<file path="src/rtl/sram_addr_gen_if.sv">
// Signal bundle between the AVR serial address port / SNES bus and the SRAM address generator.
// The master side drives the AVR and SNES inputs; the slave side is the generator itself.
interface sram_addr_gen_if #(
    parameter int ADDR_W = 21,
    parameter int CNT_W  = 5
) ();
    logic              avr_sreg_en_n;
    logic              avr_sclk;
    logic              avr_si;
    logic              avr_counter_n;
    logic              avr_snes_mode;
    logic [ADDR_W-1:0] snes_addr;
    logic [ADDR_W-1:0] sram_addr;
    logic [CNT_W-1:0]  bit_cnt;
    logic              addr_ovf;
    logic [1:0]        state;

    modport master (
        output avr_sreg_en_n, avr_sclk, avr_si, avr_counter_n, avr_snes_mode, snes_addr,
        input  sram_addr, bit_cnt, addr_ovf, state
    );

    modport slave (
        input  avr_sreg_en_n, avr_sclk, avr_si, avr_counter_n, avr_snes_mode, snes_addr,
        output sram_addr, bit_cnt, addr_ovf, state
    );
endinterface

</file>
<file path="src/rtl/sram_addr_gen.sv">
// SRAM address generator: serial MSB-first address load from the AVR, AVR-driven increment,
// and a SNES pass-through mode. All AVR inputs are asynchronous and synchronized here.
module sram_addr_gen #(
    parameter int ADDR_W = 21,
    parameter int CNT_W  = 5
) (
    input  logic          avr_clk,
    input  logic          avr_reset_n,
    sram_addr_gen_if.slave bus
);
    typedef enum logic [1:0] {
        IDLE  = 2'b00,
        SHIFT = 2'b01,
        SNES  = 2'b10
    } state_t;

    // Synchronizer lanes: {snes_mode, counter_n, si, sclk, sreg_en_n}; the active-low strobes idle high.
    localparam logic [4:0] SYNC_RST = 5'b01001;

    logic              rst_meta;
    logic              rst_n_sync;
    logic [4:0]        in_p0;
    logic [4:0]        in_p1;
    logic [2:0]        hist_p2;
    logic [ADDR_W-1:0] shreg;
    logic [ADDR_W-1:0] addr_cnt;
    logic [ADDR_W-1:0] sram_addr_r;
    logic [CNT_W-1:0]  bit_cnt_r;
    logic              addr_ovf_r;
    state_t            state_r;

    logic sreg_en_n_s;
    logic si_s;
    logic snes_mode_s;
    logic sreg_en_rise;
    logic sclk_rise;
    logic cnt_fall;

    function automatic logic [CNT_W-1:0] sat_inc(input logic [CNT_W-1:0] c);
        return (c == CNT_W'(ADDR_W)) ? c : c + CNT_W'(1);
    endfunction

    // Reset asserts asynchronously but releases on an avr_clk edge.
    always_ff @(posedge avr_clk or negedge avr_reset_n) begin
        if (!avr_reset_n) begin
            rst_meta   <= 1'b0;
            rst_n_sync <= 1'b0;
        end else begin
            rst_meta   <= 1'b1;
            rst_n_sync <= rst_meta;
        end
    end

    // p0/p1: two-flop synchronizer, p2: history for edge detection.
    always_ff @(posedge avr_clk or negedge rst_n_sync) begin
        if (!rst_n_sync) begin
            in_p0   <= SYNC_RST;
            in_p1   <= SYNC_RST;
            hist_p2 <= {SYNC_RST[3], SYNC_RST[1], SYNC_RST[0]};
        end else begin
            in_p0   <= {bus.avr_snes_mode, bus.avr_counter_n, bus.avr_si,
                        bus.avr_sclk, bus.avr_sreg_en_n};
            in_p1   <= in_p0;
            hist_p2 <= {in_p1[3], in_p1[1], in_p1[0]};
        end
    end

    assign sreg_en_n_s  = in_p1[0];
    assign si_s         = in_p1[2];
    assign snes_mode_s  = in_p1[4];
    assign sreg_en_rise = in_p1[0] & ~hist_p2[0];
    assign sclk_rise    = in_p1[1] & ~hist_p2[1];
    assign cnt_fall     = ~in_p1[3] & hist_p2[2];

    always_ff @(posedge avr_clk or negedge rst_n_sync) begin
        if (!rst_n_sync) begin
            state_r     <= IDLE;
            shreg       <= '0;
            addr_cnt    <= '0;
            sram_addr_r <= '0;
            bit_cnt_r   <= '0;
            addr_ovf_r  <= 1'b0;
        end else begin
            sram_addr_r <= (state_r == SNES) ? bus.snes_addr : addr_cnt;
            if (snes_mode_s) begin
                state_r <= SNES;
            end else begin
                unique case (state_r)
                    IDLE: begin
                        if (!sreg_en_n_s) begin
                            state_r    <= SHIFT;
                            bit_cnt_r  <= '0;
                            addr_ovf_r <= 1'b0;
                        end else if (cnt_fall) begin
                            addr_cnt <= addr_cnt + ADDR_W'(1);
                        end
                    end
                    SHIFT: begin
                        // Counter edges are ignored here, so a load always beats a coincident increment.
                        if (sreg_en_rise) begin
                            addr_cnt <= shreg;
                            state_r  <= IDLE;
                        end else if (sclk_rise) begin
                            shreg     <= {shreg[ADDR_W-2:0], si_s};
                            bit_cnt_r <= sat_inc(bit_cnt_r);
                            if (bit_cnt_r == CNT_W'(ADDR_W)) begin
                                addr_ovf_r <= 1'b1;
                            end
                        end
                    end
                    SNES:    state_r <= IDLE;
                    default: state_r <= IDLE;
                endcase
            end
        end
    end

    assign bus.sram_addr = sram_addr_r;
    assign bus.bit_cnt   = bit_cnt_r;
    assign bus.addr_ovf  = addr_ovf_r;
    assign bus.state     = state_r;
endmodule

</file>
<file path="src/flat_wrapper.sv">
// flat-port wrapper written by rule: the top's interface ports become plain ports
module sram_addr_gen_flat 
#(
    parameter int ADDR_W = 21,
    parameter int CNT_W  = 5
)
  (avr_clk, avr_reset_n, bus_avr_sreg_en_n, bus_avr_sclk, bus_avr_si, bus_avr_counter_n, bus_avr_snes_mode, bus_snes_addr, bus_sram_addr, bus_bit_cnt, bus_addr_ovf, bus_state);
  sram_addr_gen_if #(.ADDR_W(ADDR_W), .CNT_W(CNT_W)) bus_i ();
  input  logic avr_clk;
  input  logic avr_reset_n;
  input wire logic [$bits(bus_i.avr_sreg_en_n)-1:0] bus_avr_sreg_en_n;
  input wire logic [$bits(bus_i.avr_sclk)-1:0] bus_avr_sclk;
  input wire logic [$bits(bus_i.avr_si)-1:0] bus_avr_si;
  input wire logic [$bits(bus_i.avr_counter_n)-1:0] bus_avr_counter_n;
  input wire logic [$bits(bus_i.avr_snes_mode)-1:0] bus_avr_snes_mode;
  input wire logic [$bits(bus_i.snes_addr)-1:0] bus_snes_addr;
  output wire logic [$bits(bus_i.sram_addr)-1:0] bus_sram_addr;
  output wire logic [$bits(bus_i.bit_cnt)-1:0] bus_bit_cnt;
  output wire logic [$bits(bus_i.addr_ovf)-1:0] bus_addr_ovf;
  output wire logic [$bits(bus_i.state)-1:0] bus_state;
  assign bus_i.avr_sreg_en_n = bus_avr_sreg_en_n;
  assign bus_i.avr_sclk = bus_avr_sclk;
  assign bus_i.avr_si = bus_avr_si;
  assign bus_i.avr_counter_n = bus_avr_counter_n;
  assign bus_i.avr_snes_mode = bus_avr_snes_mode;
  assign bus_i.snes_addr = bus_snes_addr;
  assign bus_sram_addr = bus_i.sram_addr;
  assign bus_bit_cnt = bus_i.bit_cnt;
  assign bus_addr_ovf = bus_i.addr_ovf;
  assign bus_state = bus_i.state;
  sram_addr_gen #(.ADDR_W(ADDR_W), .CNT_W(CNT_W)) u_core (.avr_clk(avr_clk), .avr_reset_n(avr_reset_n), .bus(bus_i));
endmodule
</file>
<file path="config.mk">
export PLATFORM = sky130hd
export DESIGN_NAME = sram_addr_gen_flat
export DESIGN_NICKNAME = d
export VERILOG_FILES = /design/src/rtl/sram_addr_gen_if.sv /design/src/rtl/sram_addr_gen.sv /design/src/flat_wrapper.sv
export SDC_FILE = /design/constraint.sdc
export NUM_CORES = 1
export LEC_CHECK = 0
export ABC_AREA = 1
export CAP_MARGIN = 20
export CORE_MARGIN = 5
export CORE_UTILIZATION = 35
export CTS_CLUSTER_DIAMETER = 40
export DETAILED_ROUTE_END_ITERATION = 8
export SYNTH_ARGS = -nofsm -noshare
export SYNTH_HDL_FRONTEND = slang
export SYNTH_SLANG_ARGS = --single-unit
</file>
<file path="constraint.sdc">
create_clock -name avr_clk -period 5.3 [get_ports avr_clk]
set_clock_uncertainty 0.2 [all_clocks]
set_input_delay 1.06 -clock avr_clk [delete_from_list [all_inputs] [get_ports avr_clk]]
set_output_delay 1.06 -clock avr_clk [all_outputs]
set_load 0.03 [all_outputs]
</file>
==> results.md <==
* Worst Reg-to-Reg Cells at 10
* Vias in the first global route at around 3000
* Logic pwr share at 22.9%
* Post-CTS Setup Repair Bufs at 0
* Worst vdd ir at 0.215 mV
* Minimum clock period at 2770 ps
* I/O Pins at 57
* Die ar. at 0.0136 mm^2
* Fill cell count at ~1100
* Pre-CTS setup slack at 2890 ps
* Clock network fraction of design power at 35.2%
* Multi-input gate area in the final layout at 0.00152 mm^2
* Reg-to-reg startpoint: u_core.addr_cnt[0]
* WP data arrival at between 1500 and 2000 ps
* Initial Util at 35.3%
* GRT Total Usage at 13.2%
* Setup TNS at 0 ps
* Post-synth top area share at approximately 50%
* First-pass GRT wire length at 14.0 mm
* Post-DP HPWL at 5.87 mm
* Average wire per standard cell at roughly 13 um
* Sequential area share after synthesis at 54.3%
* CTS tree: done
* Max clock buf depth at 2
* Clock transition at path regs at 60 ps
* ANT nets after route at 0
* Seq pwr share at roughly two fifths
* Post-Route WL at 8.37 mm
* Worst min path class: reg2async
* Internal at 0.00143 W
* Final non-filler cell total at 656
* Fin. Hold Viols at 0
* Placed cells at 639
* FF+latch count, synth at 86
* Die width at 117 um
* Clock root buffer: clkbuf_16
* Buf+Inv Stages, Crit Path at 1
* GP Congestion at between 0.8 and 0.9
* Worst Max-Slew Pin Slew at 781 ps
* Post-Syn Area per Cell at 8.71 um^2
* Status: complete, no violations
* Max-slew violations at 0
* Final instance area at 0.00499 mm^2
* Hold Buf Count CTS at 0
* Pwr per Cell Area at 412 mW/mm^2
* Slew margin rel. at between 40% and 50%
* Cell count after synthesis at between 400 and 500
* Diodes inserted at 0
* Port Buffers at 56
* Unrepaired setup endpoints after global routing: false
* Maxcap violations at 0
* Syn_nets at 487
* Post-cts sizing count at 0
* Critical path class: reg2out
* Share of cells above drive strength 1 at 10.1%
* Final worst slack at about 2500 ps
* Commonest non-fill, non-tap cell in the layout: nand2_1
* Most frequent cells in the layout: nand2_1 (104), dfrtp_1 (79), nor2_1 (57)
* GR Overflow Total at 0
* Fmax at 0.361 GHz
* NetSw at 0.000629 W
* Nets at 539
* Slowest-stage cell, CP: clkdlybuf4s50_1
* Vias per cell at roughly 4.7
* Pin count of the biggest net entering global routing at 85
* DR vias at 3072
* Sw Ratio at 30.6%
* Crit path launch type: flip-flop
* CP peak stage delay at 710 ps
* # setup viols final at 0
* Latest clock arrival within the worst-skew pair at about 340 ps
* Area after DPL at 0.00462 mm^2
* Mapped Area at 0.00397 mm^2
* Lkg Pwr at approximately 2.2 nW
* FF+latch area at 0.00216 mm^2
* Final period util at 52.3%
* DRT Pass-1 Iters at 4
* Worst EP required at 4040 ps
* Clock Sinks at 86
* Syn. warnings at 0
* Syn-to-layout area delta at 25.6%
* Worst reg2reg setup slack at between 3000 and 4000 ps
* Core Util, Final at 44.3%
* Cts bufs inserted at 9
* Row count at 39
* Crit Path Max Fanout at 7
* Htree depth at 3
* Area leader, netlist: dfrtp_1
* Initial antenna violation count at 0
* DIE HEIGHT at 117 um
* Crit end category: output pin
* Worst flop-to-flop path endpoint: u_core.addr_cnt[20]
* Critical-path cell list: clkdlybuf4s50_1
* DRC errors left at 0
* CORE AREA at 0.0113 mm^2
* First-iteration detailed-routing DRC count at 170
* Ranking of synthesized cells by area: dfrtp_1 (50%), nand2_1 (9.8%), nor2_1 (5.4%), a21oi_1 (4.4%), inv_1 (4.3%)
* Worst path top cell family by delay: buffers and inverters
* Unique masters post-synth at 36
## kinds of logic (layout without fill, tap and decap cells)
kind of cell    after synthesis  after routing  synth area share (%)
xor+xnor                      8              8                  1.76
simple gates                199            199                  21.7
buf+inv                      67            124                  7.49
other cells                   1              1                0.0944
mux                           4              4                  1.10
fa+ha+maj                     3              3                 0.945
compound gates               88             88                  12.6
flops                        86             86                  54.3
## flip-flops by register name, indices dropped and copies added (netlist names)
signal,flops
u_core.rst_meta,1
u_core.addr_cnt,21
u_core.shreg,21
u_core.bus.sram_addr,21
u_core.rst_n_sync,1
u_core.hist_p2,3
u_core.in_p0,5
u_core.bus.bit_cnt,5
u_core.in_p1,5
u_core.bus.state,2
u_core.bus.addr_ovf,1
## layout make-up
type,count,area share [%]
Timing Repair Buffer,58,11.9
Tap cell,143,3.58
Clock inverter,7,2.41
Inverter,50,3.86
Sequential cell,86,43.3
Multi-Input combinational cell,303,30.4
Clock buffer,9,4.51
## synth_stat cells, drive strengths merged
master / count
nor2: 61
inv: 50
a21oi: 36
nand4: 6
conb: 1
o22ai: 1
o21a: 1
clkbuf: 5
o21ai: 49
xnor2: 1
nand3: 24
nand3b: 1
dfstp: 6
o211ai: 1
ha: 3
xor2: 7
dfrtp: 80
buf: 12
mux2i: 1
mux2: 3
nand2: 107
## layer usage
| layer | part of all wire [%] | vias up | routed length (um) | GRT usage, % |
|---|---|---|---|---|
| met2 | 51 | 46 | 4280 | 22.6 |
| li1 | - | 1550 | - | - |
| met1 | 43 | 1463 | 3610 | 15.8 |
| met4 | 1.6 | 0 | 134 | 6.42 |
| met3 | 4.1 | 13 | 342 | 2.80 |
| met5 | 0 | - | 0 | 0 |
## worst max path at each step
| stage | startpoint | end | cells after the start |
|---|---|---|---|
| CTS | u_core.bus.state[0] | bus_state[0] | 1 |
| global placement | u_core.bus.bit_cnt[2] | bus_bit_cnt[2] | 1 |
| detailed placement | u_core.bus.state[0] | bus_state[0] | 1 |
| finish | u_core.bus.bit_cnt[2] | bus_bit_cnt[2] | 1 |
| global route | u_core.bus.bit_cnt[2] | bus_bit_cnt[2] | 1 |
| floorplan | u_core.rst_n_sync | u_core.addr_cnt[0] | 0 |
## stage by stage
step / total power, W / hold WS, ps
4_1_cts: 0.00209 / 150
5_1_grt: 0.00218 / 48.3
2_1_floorplan: 0.00118 / 131
3_5_place_dp: 0.00135 / 136
3_3_place_gp: 0.00134 / 136
6_report: 0.00206 / 13.7
## power groups by stage
stage          clock network, W  registers [W]  logic, W
5_1_grt                0.000777       0.000877  0.000528
2_1_floorplan                 0       0.000940  0.000235
3_5_place_dp                  0       0.000882  0.000466
6_report               0.000725       0.000861  0.000472
3_3_place_gp                  0       0.000879  0.000461
4_1_cts                0.000748       0.000871  0.000469
Note: power is estimated with default switching activity, not from simulation.
==> edit 1, RTL diff (same flow settings) <==
Reset style: synchronous (`avr_reset_n` and `rst_n_sync`), changed in 3 clocked blocks. Comments in the files are not updated.
--- a/src/rtl/sram_addr_gen.sv
+++ b/src/rtl/sram_addr_gen.sv
@@ -41,7 +41,7 @@
     endfunction
 
     // Reset asserts asynchronously but releases on an avr_clk edge.
-    always_ff @(posedge avr_clk or negedge avr_reset_n) begin
+    always_ff @(posedge avr_clk) begin
         if (!avr_reset_n) begin
             rst_meta   <= 1'b0;
             rst_n_sync <= 1'b0;
@@ -52,7 +52,7 @@
     end
 
     // p0/p1: two-flop synchronizer, p2: history for edge detection.
-    always_ff @(posedge avr_clk or negedge rst_n_sync) begin
+    always_ff @(posedge avr_clk) begin
         if (!rst_n_sync) begin
             in_p0   <= SYNC_RST;
             in_p1   <= SYNC_RST;
@@ -72,7 +72,7 @@
     assign sclk_rise    = in_p1[1] & ~hist_p2[1];
     assign cnt_fall     = ~in_p1[3] & hist_p2[2];
 
-    always_ff @(posedge avr_clk or negedge rst_n_sync) begin
+    always_ff @(posedge avr_clk) begin
         if (!rst_n_sync) begin
             state_r     <= IDLE;
             shreg       <= '0;
Formal check against the unedited RTL: differs if avr_reset_n is asserted again (counterexample within 10 cycles, from zero or initial values and one cycle with avr_reset_n low); with avr_reset_n held inactive, the same outputs for 10 cycles.
==> edit 1 against the unedited design <==
- die area shrank 6.7%
- synthesized cell count grew 15%
- worst setup slack lost 82 ps
- area after synthesis shrank 7.3%
- sequential cell count is the same
- wire length grew 3.3%
- design area shrank 8.6%
- critical path type is now reg2reg
- largest cell class unchanged
Power is not compared: it rests on default switching activity, and its combinational part moved more than twofold at a synthesized area within 25%.
==> edit 1: results <==
global_route:
  grt_usage_pct: 14.2
  met3_usage_pct: 3.29
  met1_usage_pct: 19.3
critical_path:
  crit_end: "u_core.shreg[1]"
  rrSetupSlack_ps: 2450
  crit_path_max_fanout: 25
  reg2regPathDepth: 6
  cpPeakStageDelay_ps: 680
  cpMaxStageDelayCell: "nand3_1"
  worst-endpoint-arrival_ps: 2930
run_status:
  outcome: "completed"
clock_tree:
  root_buffer: "clkbuf_8"
  clk_latency_ps: 360
  clk_pin_slew_worst_paths_ps: 90
routing:
  wl_met1_um: 4250
  dr_wl_met2_um: 3660
  drtIter0Drc: 149
  wire_per_inst_um: 12.1
  vias_per_cell: 4.69
synth:
  synth_area_leaders: "dfxtp_1 47%, nand2_1 11%, nor2_1 8.0%"
  ys_types: 27
  synth-xor-area-share_pct: 1.19
  syn_nets: 557
  synthAdderAreaFrac_pct: 1.02
  muxShareOfSynthArea_pct: 0
  synth_compound_area_share_pct: 17.1
  yosysSeqAreaShare_pct: 46.7
place:
  place.gp.congestion: 0.870
final_layout:
  final_cell_count_no_fill: 713
  drive_gt1_share_pct: 5.37
sta:
  tightest_slew_ps: 861
edit 1: per-stage QoR:
step / total power, mW / instance area, um2 / setup slack (ps)
final: 1.23 / 4560 / 2450
after global routing: 1.28 / 4560 / 2070
after CTS: 1.25 / 4560 / 2430
after detailed placement: 0.719 / 4340 / 2460
after global placement: 0.718 / 4340 / 2570
after floorplan: 0.691 / 3680 / 3470
edit 1: cell families (layout without fill, tap and decap cells):
family | count (synthesis) | after routing
DFF | 86 | 86
adders and majority gates | 3 | 3
and+or+nand+nor | 230 | 230
buffers and inverters | 78 | 129
xor gates and xnor gates | 5 | 5
AOI/OAI and AO/OA | 124 | 124
edit 1: worst max-delay path: cells and delay by family, from the launching register on:
kind            cells  cell delay, ps
flops               1             440
simple gates        2            1260
buf+inv             2             600
compound gates      2             270
edit 1: area by class of cell:
cell class              instances  area [um2]
repair buffers                 58         576
clock inverters                 7         105
well taps                     136         170
clock buffers                   9         124
fillers                      1069        5710
multi-input cells             362        1660
inverters                      55         206
flip-flops and latches         86        1720
==> edit 2, RTL diff (same settings) <==
Without the edit above. `CNT_W` is set to 5 in 3 places; all go to 7.
--- a/src/rtl/sram_addr_gen_if.sv
+++ b/src/rtl/sram_addr_gen_if.sv
@@ -2,7 +2,7 @@
 // The master side drives the AVR and SNES inputs; the slave side is the generator itself.
 interface sram_addr_gen_if #(
     parameter int ADDR_W = 21,
-    parameter int CNT_W  = 5
+    parameter int CNT_W  = 7
 ) ();
     logic              avr_sreg_en_n;
     logic              avr_sclk;
--- a/src/rtl/sram_addr_gen.sv
+++ b/src/rtl/sram_addr_gen.sv
@@ -2,7 +2,7 @@
 // and a SNES pass-through mode. All AVR inputs are asynchronous and synchronized here.
 module sram_addr_gen #(
     parameter int ADDR_W = 21,
-    parameter int CNT_W  = 5
+    parameter int CNT_W  = 7
 ) (
     input  logic          avr_clk,
     input  logic          avr_reset_n,
--- a/src/flat_wrapper.sv
+++ b/src/flat_wrapper.sv
@@ -2,7 +2,7 @@
 module sram_addr_gen_flat 
 #(
     parameter int ADDR_W = 21,
-    parameter int CNT_W  = 5
+    parameter int CNT_W  = 7
 )
   (avr_clk, avr_reset_n, bus_avr_sreg_en_n, bus_avr_sclk, bus_avr_si, bus_avr_counter_n, bus_avr_snes_mode, bus_snes_addr, bus_sram_addr, bus_bit_cnt, bus_addr_ovf, bus_state);
   sram_addr_gen_if #(.ADDR_W(ADDR_W), .CNT_W(CNT_W)) bus_i ();
Ports: changed (resized bus_bit_cnt); port bits go from 57 to 59. The function was not compared with the original's and may differ.
==> edit 2 against the unedited design <==
- the run now ends with negative hold slack left
- area after synthesis grew 3.1%
- design area grew 2.0%
- total power is 2.8% lower
- clock power is 9.9% lower
- wire length increased by 4.7%
- critical path depth stayed put
- largest power group unchanged
- worst setup slack worse by 12 ps
- sequential cell count grew 2
- synthesized cell count rose by 4.6%
==> edit 2: results <==
place:
  hpwl_um: 6070
  dp_cells: 662
  place.gp.congestion: 0.859
  io_buffers: 58
  place_area_um2: 4740
synth:
  synth_area_leaders: "dfrtp_1 50%, nand2_1 9.3%, nor2_1 4.9%"
  yosysSeqAreaShare_pct: 54.0
  syn_nets: 508
  syn_avg_cell_area_um2: 8.59
  synth.top_cells.by_count: "101 x nand2_1, 82 x dfrtp_1, 53 x nor2_1, 52 x inv_1"
run_status:
  violations: "negative hold slack"
  outcome: "finished with violations"
routing:
  vias_per_cell: 4.78
  dr.pass1.iters: 5
  drtIter0Drc: 259
  vias: 3253
final_layout:
  antenna_cells: 0
  fin_nets: 563
  drive_gt1_share_pct: 9.50
critical_path:
  crit_path_max_fanout: 6
  cpMaxStageDelayCell: "clkdlybuf4s50_1"
  cpPeakStageDelay_ps: 730
global_route:
  grt_pass1_wl_um: 15100
  grt_pass1_vias: 3059
  grt_usage_pct: 13.0
  antenna_found_initial: 0
  grt_max_degree: 87
power:
  leakagePower_nw: 2.22
floorplan:
  dieArea_um2: 14000
sta:
  timing.hold.ws_ps: -4.79
  hold_viol_final: 5
  relSlewSlack_pct: 40.7
clock_tree:
  cts-buffers-inserted: 9
-- edit 2: changes by cell type in the layout (fill, tap and decap cells not counted), moves of 3 or more --
cell / unedited run / this run
o21ai_1: 17 / 37
o21ai_2: 10 / 0
o21ai_0: 21 / 12
nor2_2: 0 / 7
inv_1: 46 / 52
nand3_1: 24 / 30
nor2_1: 57 / 53
clkbuf_8: 0 / 3
nand2_1: 104 / 101
nand2_2: 2 / 5
-- edit 2: per-layer routing --
metal | wire length, um | vias to the layer above | GRT usage (%)
li1 | - | 1637 | -
met2 | 3670 | 95 | 17.8
met1 | 4460 | 1510 | 19.6
met4 | 148 | 0 | 5.45
met3 | 490 | 11 | 2.96
met5 | 0 | - | 0
-- edit 2: final timing paths --
kind	from	end	slack [ps]	depth (start not counted)
worst max register to register	u_core.bus.state[1]	u_core.addr_cnt[12]	3170	7
max in group asynchronous	avr_reset_n	u_core.rst_n_sync	4090	1
worst max-delay path	u_core.bus.state[1]	bus_state[1]	2520	1
worst min register to register	u_core.rst_n_sync	u_core.shreg[16]	-5	0
min in group avr_clk	u_core.in_p0[1]	u_core.in_p1[1]	150	0
worst min-delay path	u_core.rst_n_sync	u_core.shreg[16]	-5	0
-- edit 2: final cells by class --
cell class | count | area (um2)
Clock buffer | 14 | 274
Clock inverter | 2 | 37.5
Fill cell | 1121 | 6370
Inverter | 56 | 213
Multi-Input combinational cell | 316 | 1550
Sequential cell | 88 | 2210
Tap cell | 143 | 179
Timing Repair Buffer | 61 | 631
-- edit 2: cells by family (layout without fill, tap and decap cells) --
logic type | after synthesis | in the layout | synth area share (%)
AND/OR/NAND/NOR | 208 | 208 | 22.1
adder cells (fa/ha/maj) | 3 | 3 | 0.917
AO/OA/AOI/OAI | 96 | 96 | 12.8
multiplexers | 2 | 2 | 0.550
flip-flops | 88 | 88 | 54.0
XOR/XNOR | 6 | 6 | 1.28
buffers and inverters | 73 | 133 | 8.28
other | 1 | 1 | 0.0916
-- edit 2: per-stage QoR --
stage	hold slack (ps)	setup slack, ps
after floorplan	131	2480
after global placement	134	2650
after detailed placement	136	2530
after CTS	149	2500
after global routing	15.5	2450
final	-4.79	2520
-- edit 2: where the power goes --
group | total (mW) | switching, mW | internal (mW)
sequential | 0.878 | 0.0898 | 0.788
clock | 0.653 | 0.249 | 0.404
combinational | 0.469 | 0.285 | 0.184
